--- config.mk ---
export PLATFORM = sky130hd
export DESIGN_NAME = mem_port_arbiter
export DESIGN_NICKNAME = d
export VERILOG_FILES = /design/src/rtl/mips_mem_pkg.sv /design/src/rtl/arb_timeout_cnt.sv /design/src/rtl/mem_port_arbiter.sv
export SDC_FILE = /design/constraint.sdc
export NUM_CORES = 1
export LEC_CHECK = 0
export CAP_MARGIN = 20
export CORE_UTILIZATION = 36
export CTS_CLUSTER_SIZE = 16
export DETAILED_ROUTE_END_ITERATION = 12
export PLACE_DENSITY = 0.75
export SYNTH_ARGS = -nofsm -noshare
export SYNTH_HDL_FRONTEND = slang
export SYNTH_HIERARCHICAL = 1
export SYNTH_SLANG_ARGS = --single-unit
--- constraint.sdc ---
create_clock -name clk -period 4.7 [get_ports clk]
set_input_delay 1.175 -clock clk [delete_from_list [all_inputs] [get_ports clk]]
set_output_delay 1.175 -clock clk [all_outputs]
set_load 0.03 [all_outputs]
--- src/rtl/mips_mem_pkg.sv ---
// Shared types and constants for the unified-memory port arbiter.
package mips_mem_pkg;

  typedef enum logic [1:0] {
    IDLE   = 2'd0,
    IF_ACC = 2'd1,
    DM_ACC = 2'd2,
    RESP   = 2'd3
  } arb_state_t;

  localparam logic       PORT_IF = 1'b0;
  localparam logic       PORT_DM = 1'b1;
  localparam logic [3:0] BE_WORD = 4'hF;

endpackage

--- src/rtl/arb_timeout_cnt.sv ---
// Access watchdog: load at grant, count wait cycles, flag when TIMEOUT cycles have elapsed.
module arb_timeout_cnt #(
  parameter int unsigned TIMEOUT = 15
) (
  input  logic clk,
  input  logic rst,
  input  logic i_load,
  input  logic i_count,
  output logic o_expire_c
);

  localparam int unsigned CW = $clog2(TIMEOUT + 1);

  logic [CW-1:0] r_cnt;

  // Loaded with 1 so the value equals the number of the access cycle in progress.
  always_ff @(posedge clk or negedge rst) begin
    if (!rst) begin
      r_cnt <= '0;
    end else if (i_load) begin
      r_cnt <= CW'(1);
    end else if (i_count && !o_expire_c) begin
      r_cnt <= r_cnt + CW'(1);
    end
  end

  assign o_expire_c = (r_cnt == CW'(TIMEOUT));

endmodule

--- src/rtl/mem_port_arbiter.sv ---
// Shares one single-ported memory between the fetch (IF) and data (DM) ports, one access at a time, DM first.
// Build option ARB_STARVE_GUARD_EN: caps consecutive DM grants while a fetch is waiting.
module mem_port_arbiter
  import mips_mem_pkg::*;
#(
  parameter int unsigned AW            = 12,
  parameter int unsigned TIMEOUT       = 15,
  parameter int unsigned MAX_DM_STREAK = 4
) (
  input  logic          clk,
  input  logic          rst,
  input  logic          if_req,
  input  logic [AW-1:0] if_addr,
  output logic          if_gnt,
  output logic          if_rvalid,
  output logic [31:0]   if_rdata,
  output logic          if_err,
  input  logic          dm_req,
  input  logic          dm_we,
  input  logic [3:0]    dm_be,
  input  logic [AW-1:0] dm_addr,
  input  logic [31:0]   dm_wdata,
  output logic          dm_gnt,
  output logic          dm_rvalid,
  output logic [31:0]   dm_rdata,
  output logic          dm_err,
  output logic          mem_req,
  output logic          mem_we,
  output logic [3:0]    mem_be,
  output logic [AW-1:0] mem_addr,
  output logic [31:0]   mem_wdata,
  input  logic [31:0]   mem_rdata,
  input  logic          mem_ack,
  output logic          stall_if,
  output logic          stall_mem
);

  arb_state_t    r_state, w_state_nx;
  logic          r_port, w_port_nx;
  logic          r_if_gnt, w_if_gnt_nx, r_if_rvalid, w_if_rvalid_nx, r_if_err, w_if_err_nx;
  logic          r_dm_gnt, w_dm_gnt_nx, r_dm_rvalid, w_dm_rvalid_nx, r_dm_err, w_dm_err_nx;
  logic [31:0]   r_if_rdata, w_if_rdata_nx, r_dm_rdata, w_dm_rdata_nx;
  logic          r_mem_req, w_mem_req_nx, r_mem_we, w_mem_we_nx;
  logic [3:0]    r_mem_be, w_mem_be_nx;
  logic [AW-1:0] r_mem_addr, w_mem_addr_nx;
  logic [31:0]   r_mem_wdata, w_mem_wdata_nx;
  logic          w_dm_grant, w_if_grant, w_if_turn;
  logic          w_tmo_load, w_tmo_count, w_expire_c;
  logic [31:0]   w_rdata;
  logic          w_err;
  logic          w_unused_addr;

  assign w_unused_addr = ^{if_addr[1:0], dm_addr[1:0]};

  arb_timeout_cnt #(.TIMEOUT(TIMEOUT)) u_tmo (
    .clk        (clk),
    .rst        (rst),
    .i_load     (w_tmo_load),
    .i_count    (w_tmo_count),
    .o_expire_c (w_expire_c)
  );

`ifdef ARB_STARVE_GUARD_EN
  localparam int unsigned SW = $clog2(MAX_DM_STREAK + 1);

  logic [SW-1:0] r_streak, w_streak_nx;

  assign w_if_turn = if_req && (r_streak == SW'(MAX_DM_STREAK));

  // A DM grant taken with no fetch waiting breaks the streak.
  always_comb begin
    w_streak_nx = r_streak;
    if (w_if_grant) begin
      w_streak_nx = '0;
    end else if (w_dm_grant) begin
      w_streak_nx = if_req ? r_streak + SW'(1) : '0;
    end
  end

  always_ff @(posedge clk or negedge rst) begin
    if (!rst) r_streak <= '0;
    else      r_streak <= w_streak_nx;
  end
`else
  logic w_unused_streak;

  assign w_if_turn       = 1'b0;
  assign w_unused_streak = (MAX_DM_STREAK == 0);
`endif

  always_comb begin
    w_state_nx     = r_state;
    w_port_nx      = r_port;
    w_if_gnt_nx    = 1'b0;
    w_dm_gnt_nx    = 1'b0;
    w_if_rvalid_nx = 1'b0;
    w_dm_rvalid_nx = 1'b0;
    w_if_err_nx    = 1'b0;
    w_dm_err_nx    = 1'b0;
    w_if_rdata_nx  = r_if_rdata;
    w_dm_rdata_nx  = r_dm_rdata;
    w_mem_req_nx   = r_mem_req;
    w_mem_we_nx    = r_mem_we;
    w_mem_be_nx    = r_mem_be;
    w_mem_addr_nx  = r_mem_addr;
    w_mem_wdata_nx = r_mem_wdata;
    w_dm_grant     = 1'b0;
    w_if_grant     = 1'b0;
    w_tmo_load     = 1'b0;
    w_tmo_count    = 1'b0;
    w_rdata        = '0;
    w_err          = 1'b0;
    case (r_state)
      IDLE: begin
        if (dm_req && !w_if_turn) begin
          w_dm_grant     = 1'b1;
          w_state_nx     = DM_ACC;
          w_port_nx      = PORT_DM;
          w_dm_gnt_nx    = 1'b1;
          w_mem_req_nx   = 1'b1;
          w_mem_we_nx    = dm_we;
          w_mem_be_nx    = dm_we ? dm_be : BE_WORD;
          w_mem_addr_nx  = {dm_addr[AW-1:2], 2'b00};
          w_mem_wdata_nx = dm_wdata;
          w_tmo_load     = 1'b1;
        end else if (if_req) begin
          w_if_grant     = 1'b1;
          w_state_nx     = IF_ACC;
          w_port_nx      = PORT_IF;
          w_if_gnt_nx    = 1'b1;
          w_mem_req_nx   = 1'b1;
          w_mem_we_nx    = 1'b0;
          w_mem_be_nx    = BE_WORD;
          w_mem_addr_nx  = {if_addr[AW-1:2], 2'b00};
          w_tmo_load     = 1'b1;
        end
      end
      IF_ACC, DM_ACC: begin
        // An ack on the final allowed cycle wins over the timeout.
        if (mem_ack || w_expire_c) begin
          w_rdata      = (mem_ack && !r_mem_we) ? mem_rdata : '0;
          w_err        = !mem_ack;
          w_state_nx   = RESP;
          w_mem_req_nx = 1'b0;
          w_mem_we_nx  = 1'b0;
          if (r_port == PORT_DM) begin
            w_dm_rvalid_nx = 1'b1;
            w_dm_rdata_nx  = w_rdata;
            w_dm_err_nx    = w_err;
          end else begin
            w_if_rvalid_nx = 1'b1;
            w_if_rdata_nx  = w_rdata;
            w_if_err_nx    = w_err;
          end
        end else begin
          w_tmo_count = 1'b1;
        end
      end
      RESP:    w_state_nx = IDLE;
      default: w_state_nx = IDLE;
    endcase
  end

  always_ff @(posedge clk or negedge rst) begin
    if (!rst) begin
      r_state     <= IDLE;
      r_port      <= PORT_IF;
      r_if_gnt    <= 1'b0;
      r_if_rvalid <= 1'b0;
      r_if_err    <= 1'b0;
      r_if_rdata  <= '0;
      r_dm_gnt    <= 1'b0;
      r_dm_rvalid <= 1'b0;
      r_dm_err    <= 1'b0;
      r_dm_rdata  <= '0;
      r_mem_req   <= 1'b0;
      r_mem_we    <= 1'b0;
      r_mem_be    <= '0;
      r_mem_addr  <= '0;
      r_mem_wdata <= '0;
    end else begin
      r_state     <= w_state_nx;
      r_port      <= w_port_nx;
      r_if_gnt    <= w_if_gnt_nx;
      r_if_rvalid <= w_if_rvalid_nx;
      r_if_err    <= w_if_err_nx;
      r_if_rdata  <= w_if_rdata_nx;
      r_dm_gnt    <= w_dm_gnt_nx;
      r_dm_rvalid <= w_dm_rvalid_nx;
      r_dm_err    <= w_dm_err_nx;
      r_dm_rdata  <= w_dm_rdata_nx;
      r_mem_req   <= w_mem_req_nx;
      r_mem_we    <= w_mem_we_nx;
      r_mem_be    <= w_mem_be_nx;
      r_mem_addr  <= w_mem_addr_nx;
      r_mem_wdata <= w_mem_wdata_nx;
    end
  end

  assign if_gnt    = r_if_gnt;
  assign if_rvalid = r_if_rvalid;
  assign if_rdata  = r_if_rdata;
  assign if_err    = r_if_err;
  assign dm_gnt    = r_dm_gnt;
  assign dm_rvalid = r_dm_rvalid;
  assign dm_rdata  = r_dm_rdata;
  assign dm_err    = r_dm_err;
  assign mem_req   = r_mem_req;
  assign mem_we    = r_mem_we;
  assign mem_be    = r_mem_be;
  assign mem_addr  = r_mem_addr;
  assign mem_wdata = r_mem_wdata;
  assign stall_if  = if_req & ~r_if_rvalid;
  assign stall_mem = dm_req & ~r_dm_rvalid;

endmodule

# Yosys cells after proc, flatten, opt, wreduce, memory -nomap -nowiden
# Index checks and enable logic that the tools add are counted.
# totals
out_inout_bits	122
reg_bits	127
wordCells	86
in_bits	98
# classes
addsub	1
muxes	41
reduce_logical	17
eq_ne	6
bitwise_logic	5
# ops
op	n
$mux W32	1
$mux W1	27
$mux W12	2
$mux W4	5
$reduce_and A3 Y1	3
$mux W2	3
$pmux W2 S3	1
$reduce_and A2 Y1	3
$reduce_bool A2 Y1	3
$add A4 B1 Y4 const B	1
$eq A2 B2 Y1 const B	2
$eq A4 B4 Y1 const B	1
$pmux W1 S2	2
$logic_not A1 Y1	3
$ne A3 B3 Y1 const B	1
$not A1 Y1	3
$and A1 B1 Y1	2
$eq A2 B1 Y1 const B	1
$logic_and A1 B1 Y1	2
$logic_not A2 Y1	1
$ne A2 B2 Y1 const B	1
$reduce_or A2 Y1	1
$logic_or A1 B1 Y1	1

# Depth between registers and ports, before layout
# logic_depth
word_depth	7
mapped_depth	7
mapped_depth_nobuf	6

# Cells and area by module
# Netlist, hierarchy kept.
# modules_own_cells
module	cells_per_inst	seq_area_each_um2	area_per_inst_um2	n_inst
mem_port_arbiter	426	3027.9	4830.9	1
arb_timeout_cnt	20	100.1	224.0	1

# Least setup slack after synthesis
# OpenSTA, ideal clock, no wires.
# synth_path
path_kind	input-to-output
start	in dm_req
end	out stall_mem
required_time_ps	3525
stages	3
n_path_buf	2
t_arrival_ps	2089
setup_slack_ps	1436
cell_sequence	buf_2 buf_2 nor2b_1
# synth_between
elab_chain_len	1
# synth_rtl
item	line	text
start: declaration	mem_port_arbiter.sv:18	input logic dm_req,
$and A1 B1 Y1	mem_port_arbiter.sv:214	assign stall_mem = dm_req & ~r_dm_rvalid;
end: declaration	mem_port_arbiter.sv:35	output logic stall_mem
# No other way between the ends.

# Final worst setup path
# layout_path
start	in if_req
end	out stall_if
# layout_between
elab_chain_len	1
# layout_rtl
item	line	text
start: declaration	mem_port_arbiter.sv:12	input logic if_req,
$and A1 B1 Y1	mem_port_arbiter.sv:213	assign stall_if = if_req & ~r_if_rvalid;
end: declaration	mem_port_arbiter.sv:34	output logic stall_if,
# No other way between the ends.

==> flow_results.xml <==
<?xml version="1.0" encoding="UTF-8"?>
<metrics>
  <group name="status">
    <metric name="status" unit="">completed</metric>
  </group>
  <group name="setup_path">
    <metric name="crit_start_category" unit="">input pin</metric>
    <metric name="crit_path_frequent_cell" unit="">sky130_fd_sc_hd__clkdlybuf4s50_1</metric>
    <metric name="worst_ep_arrival_time" unit="ns">2.61</metric>
    <metric name="crit_path_top_delay_cell" unit="">sky130_fd_sc_hd__clkdlybuf4s50_1</metric>
    <metric name="worst-r2r-setup-slack" unit="ns">2.31</metric>
    <metric name="worst_setup_path_end_kind" unit="">primary output</metric>
    <metric name="worst_ep_required_time" unit="ns">3.52</metric>
    <metric name="path_max_fanout" unit="">4</metric>
    <metric name="cp_slowest_stage_delay" unit="ns">0.68</metric>
    <metric name="cp_cell_sequence" unit="">clkdlybuf4s50_1, nor2b_1, clkdlybuf4s50_1</metric>
    <metric name="timing_worst_setup_path_type" unit="">in2out</metric>
  </group>
  <group name="place">
    <metric name="hpwlAfterDp" unit="um">9370</metric>
    <metric name="buffers_added_on_ports" unit="">213</metric>
    <metric name="gp_congestion" unit="">0.772</metric>
  </group>
  <group name="clocking">
    <metric name="ctsHtreeMaxLevel" unit="">4</metric>
    <metric name="cts-buffers-inserted" unit="">17</metric>
    <metric name="maximum_root_to_sink_buffer_count" unit="">2</metric>
    <metric name="cts_resized" unit="">0</metric>
    <metric name="worst_skew_pair.late_latency" unit="ns">0.40</metric>
    <metric name="clk_pin_slew_worst_paths" unit="ns">0.05</metric>
    <metric name="tritoncts" unit="">yes</metric>
    <metric name="cts_root_cell" unit="">sky130_fd_sc_hd__clkbuf_16</metric>
    <metric name="cts-hold-fix-buffers" unit="">0</metric>
    <metric name="cts_post_setup_buffers_inserted" unit="">0</metric>
    <metric name="tritoncts_num_sinks" unit="">125</metric>
  </group>
  <group name="routing">
    <metric name="drc_violations_left" unit="">0</metric>
    <metric name="antenna_violating_nets_post_route" unit="">0</metric>
    <metric name="route.detailed.wl_per_inst" unit="um">15.7</metric>
    <metric name="detailedRoute.firstPassIterationCount" unit="">5</metric>
    <metric name="drt-total-wl" unit="um">13200</metric>
    <metric name="drt-vias-per-instance" unit="">4.81</metric>
    <metric name="drt-initial-drc-count" unit="">163</metric>
    <metric name="vias" unit="">4062</metric>
  </group>
  <group name="pwr">
    <metric name="power.share.sequential" unit="%">29.1</metric>
    <metric name="total_power" unit="mW">6.39</metric>
    <metric name="lkg_pwr" unit="nW">3.42</metric>
    <metric name="swShare" unit="%">40.5</metric>
    <metric name="switching_power" unit="mW">2.59</metric>
    <metric name="vdd.ir_drop.worst" unit="mV">0.401</metric>
    <metric name="power_frac_comb" unit="%">49.3</metric>
    <metric name="power_report.internal_total" unit="mW">3.80</metric>
    <metric name="power.clock.fraction" unit="%">21.6</metric>
    <metric name="p_per_area" unit="mW/mm2">808</metric>
  </group>
  <group name="layout">
    <metric name="syn_to_final_growth" unit="%">56.4</metric>
    <metric name="design.final.nets" unit="">757</metric>
    <metric name="fill_cells" unit="">1127</metric>
    <metric name="antenna_cells" unit="">0</metric>
    <metric name="drive_gt1_share" unit="%">11.8</metric>
  </group>
  <group name="synth">
    <metric name="synth_cells" unit="">446</metric>
    <metric name="postSynthRegisterBits" unit="">125</metric>
    <metric name="yosys_most_used_dff" unit="">sky130_fd_sc_hd__dfrtp_1</metric>
    <metric name="synthesis.area_per_instance" unit="um2">11.3</metric>
    <metric name="synth_edf_count" unit="">0</metric>
    <metric name="synth.yosys.seq_area_share" unit="%">61.9</metric>
    <metric name="fraction_of_synthesis_flops_using_an_asynchronous_set_or_reset_pin" unit="%">100</metric>
    <metric name="synth.yosys.warnings" unit="">6</metric>
    <metric name="syn-cell-area" unit="mm2">0.00505</metric>
    <metric name="post_synth_num_cell_types" unit="">30</metric>
  </group>
  <group name="die">
    <metric name="fp.coreArea" unit="mm2">0.0135</metric>
    <metric name="die-area" unit="mm2">0.0145</metric>
    <metric name="start_util" unit="%">37.6</metric>
    <metric name="ioPinCount" unit="">220</metric>
    <metric name="die-width" unit="um">120</metric>
    <metric name="die_height" unit="um">120</metric>
    <metric name="std_cell_rows" unit="">42</metric>
  </group>
  <group name="timing">
    <metric name="timing.fmax" unit="MHz">264</metric>
    <metric name="finalSetupViolations" unit="">0</metric>
    <metric name="slew-limit-headroom" unit="%">36.1</metric>
    <metric name="hold_viol" unit="">0</metric>
    <metric name="clock_skew_after_layout" unit="ns">0.00544</metric>
    <metric name="min_period" unit="ns">3.78</metric>
    <metric name="rsz_0062_raised_after_global_routing" unit="">no</metric>
    <metric name="period_share" unit="%">80.5</metric>
    <metric name="final_max_slew_viol_count" unit="">0</metric>
    <metric name="timing.setup.tns" unit="ns">0</metric>
    <metric name="tightest_slew" unit="ns">0.959</metric>
  </group>
  <group name="grt">
    <metric name="total_overflow_reported_by_the_global_router" unit="">0</metric>
    <metric name="globalRouteTotalUtil" unit="%">19.2</metric>
    <metric name="number_of_antenna_violations_at_the_first_check_in_global_routing" unit="">0</metric>
    <metric name="vias_in_the_first_global_route" unit="">4266</metric>
    <metric name="grt_first_pass_wirelength" unit="um">21400</metric>
    <metric name="grt_max_degree" unit="">76</metric>
  </group>
  <group name="hold_path">
    <metric name="timing.hold.worst.class" unit="">reg2reg</metric>
  </group>
  <group name="flow_run">
    <metric name="drv_cap" unit="">0</metric>
  </group>
</metrics>
==> sequential cells by signal, indices dropped and copies added, names as in the netlist <==
| name | count |
|---|---|
| mem_we | 1 |
| dm_gnt | 1 |
| mem_addr | 10 |
| if_gnt | 1 |
| r_state | 2 |
| if_rdata | 32 |
| dm_rdata | 32 |
| r_port | 1 |
| mem_be | 4 |
| u_tmo/r_cnt | 4 |
| mem_req | 1 |
| dm_rvalid | 1 |
| dm_err | 1 |
| if_err | 1 |
| if_rvalid | 1 |
| mem_wdata | 32 |
==> cells in the mapped netlist (2+ instances only) <==
master                       n  area, um2
sky130_fd_sc_hd__nand2_1    82        308
sky130_fd_sc_hd__o21ai_1    23        115
sky130_fd_sc_hd__dfrtp_1   125       3130
sky130_fd_sc_hd__clkbuf_1    9       33.8
sky130_fd_sc_hd__or2_0       2       12.5
sky130_fd_sc_hd__a21oi_1     5       25.0
sky130_fd_sc_hd__buf_4       5       37.5
sky130_fd_sc_hd__mux2i_1    12        120
sky130_fd_sc_hd__ha_1        3       37.5
sky130_fd_sc_hd__mux2_2     23        259
sky130_fd_sc_hd__a21o_1      3       22.5
sky130_fd_sc_hd__o21ai_2    10       87.6
sky130_fd_sc_hd__nand2b_1    4       25.0
sky130_fd_sc_hd__mux2_1     11        124
sky130_fd_sc_hd__buf_2      10       50.1
sky130_fd_sc_hd__nor2b_1     5       31.3
sky130_fd_sc_hd__o21ai_0    81        405
sky130_fd_sc_hd__nor2_1      9       33.8
sky130_fd_sc_hd__buf_6       8       90.1
sky130_fd_sc_hd__inv_1       6       22.5
==> through the flow <==
step | instances | hold slack [ns] | instance area [um2] | utilization (%) | setup WS, ns
2_1_floorplan | 447 | 0.481 | 5060 | - | 1.44
3_3_place_gp | 813 | 0.464 | 7270 | 54.0 | 0.928
3_5_place_dp | 813 | 0.470 | 7270 | 54.0 | 0.923
4_1_cts | 845 | 0.482 | 7910 | 58.8 | 0.919
5_1_grt | 845 | 0.503 | 7910 | 58.8 | 0.892
6_report | 845 | 0.475 | 7910 | 58.8 | 0.917
==> metal layers <==
layer,wire [um],GRT usage [%],vias up
li1,-,-,1932
met1,5410,22.9,1935
met2,6340,31.1,173
met3,1210,6.79,22
met4,281,8.72,0
met5,0,0,-
==> worst max-delay path: cells and delay by family <==
kind | cells | cell delay (ns)
buffers and inverters | 2 | 1.26
AND/OR/NAND/NOR | 1 | 0.17
==> final timing paths <==
kind,start,end,cells past startpoint
max in group asynchronous,rst,if_rdata[1]$_DFFE_PN0P_,2
worst max register to register,u_tmo/r_cnt[0]$_DFFE_PN0P_,if_rdata[1]$_DFFE_PN0P_,7
min in group asynchronous,rst,mem_wdata[25]$_DFFE_PN0P_,1
worst max-delay path,if_req,stall_if,3
worst min register to register,dm_rdata[1]$_DFFE_PN0P_,dm_rdata[1]$_DFFE_PN0P_,2
worst min-delay path,dm_rdata[1]$_DFFE_PN0P_,dm_rdata[1]$_DFFE_PN0P_,2
==> cell type report <==
| type | instances | area, um2 | area share, % |
|---|---|---|---|
| Clock buffer | 22 | 474 | 6.00 |
| Inverter | 6 | 22.5 | 0.285 |
| Clock inverter | 10 | 161 | 2.04 |
| Timing Repair Buffer | 222 | 2200 | 27.8 |
| Sequential cell | 125 | 3130 | 39.6 |
| Tap cell | 176 | 220 | 2.79 |
| Multi-Input combinational cell | 284 | 1700 | 21.5 |
==> cells by family after synthesis <==
family                   Yosys count  synth area share, %
multiplexers                      46                 9.95
AO/OA/AOI/OAI                    124                 13.3
other                              1               0.0742
flip-flops                       125                 61.9
buffers and inverters             38                 4.63
adder cells (fa/ha/maj)            3                0.743
AND/OR/NAND/NOR                  109                 9.43
==> cells in the final DEF (no fill, tap or decap), drive strengths merged, types with 2 or more instances in the layout <==
cell and instances:
inv 6, dfrtp 125, nand2b 4, mux2i 12, a21oi 5, mux2 34, a21o 3, clkbuf 22
ha 3, or2 2, conb 2, nor2 9, clkinvlp 3, clkdlybuf4s50 212, o21ai 114, clkinv 3
nand2 82, buf 10, bufinv 4, nor2b 6
==> power by group through the flow <==
stage / registers [mW] / logic (mW) / clock network (mW)
3_3_place_gp: 1.84 / 3.12 / 0
2_1_floorplan: 2.81 / 0.894 / 0
6_report: 1.86 / 3.15 / 1.38
3_5_place_dp: 1.88 / 3.18 / 0
5_1_grt: 1.92 / 3.36 / 1.46
4_1_cts: 1.86 / 3.19 / 1.41
Power figures use the tool's default switching activity.
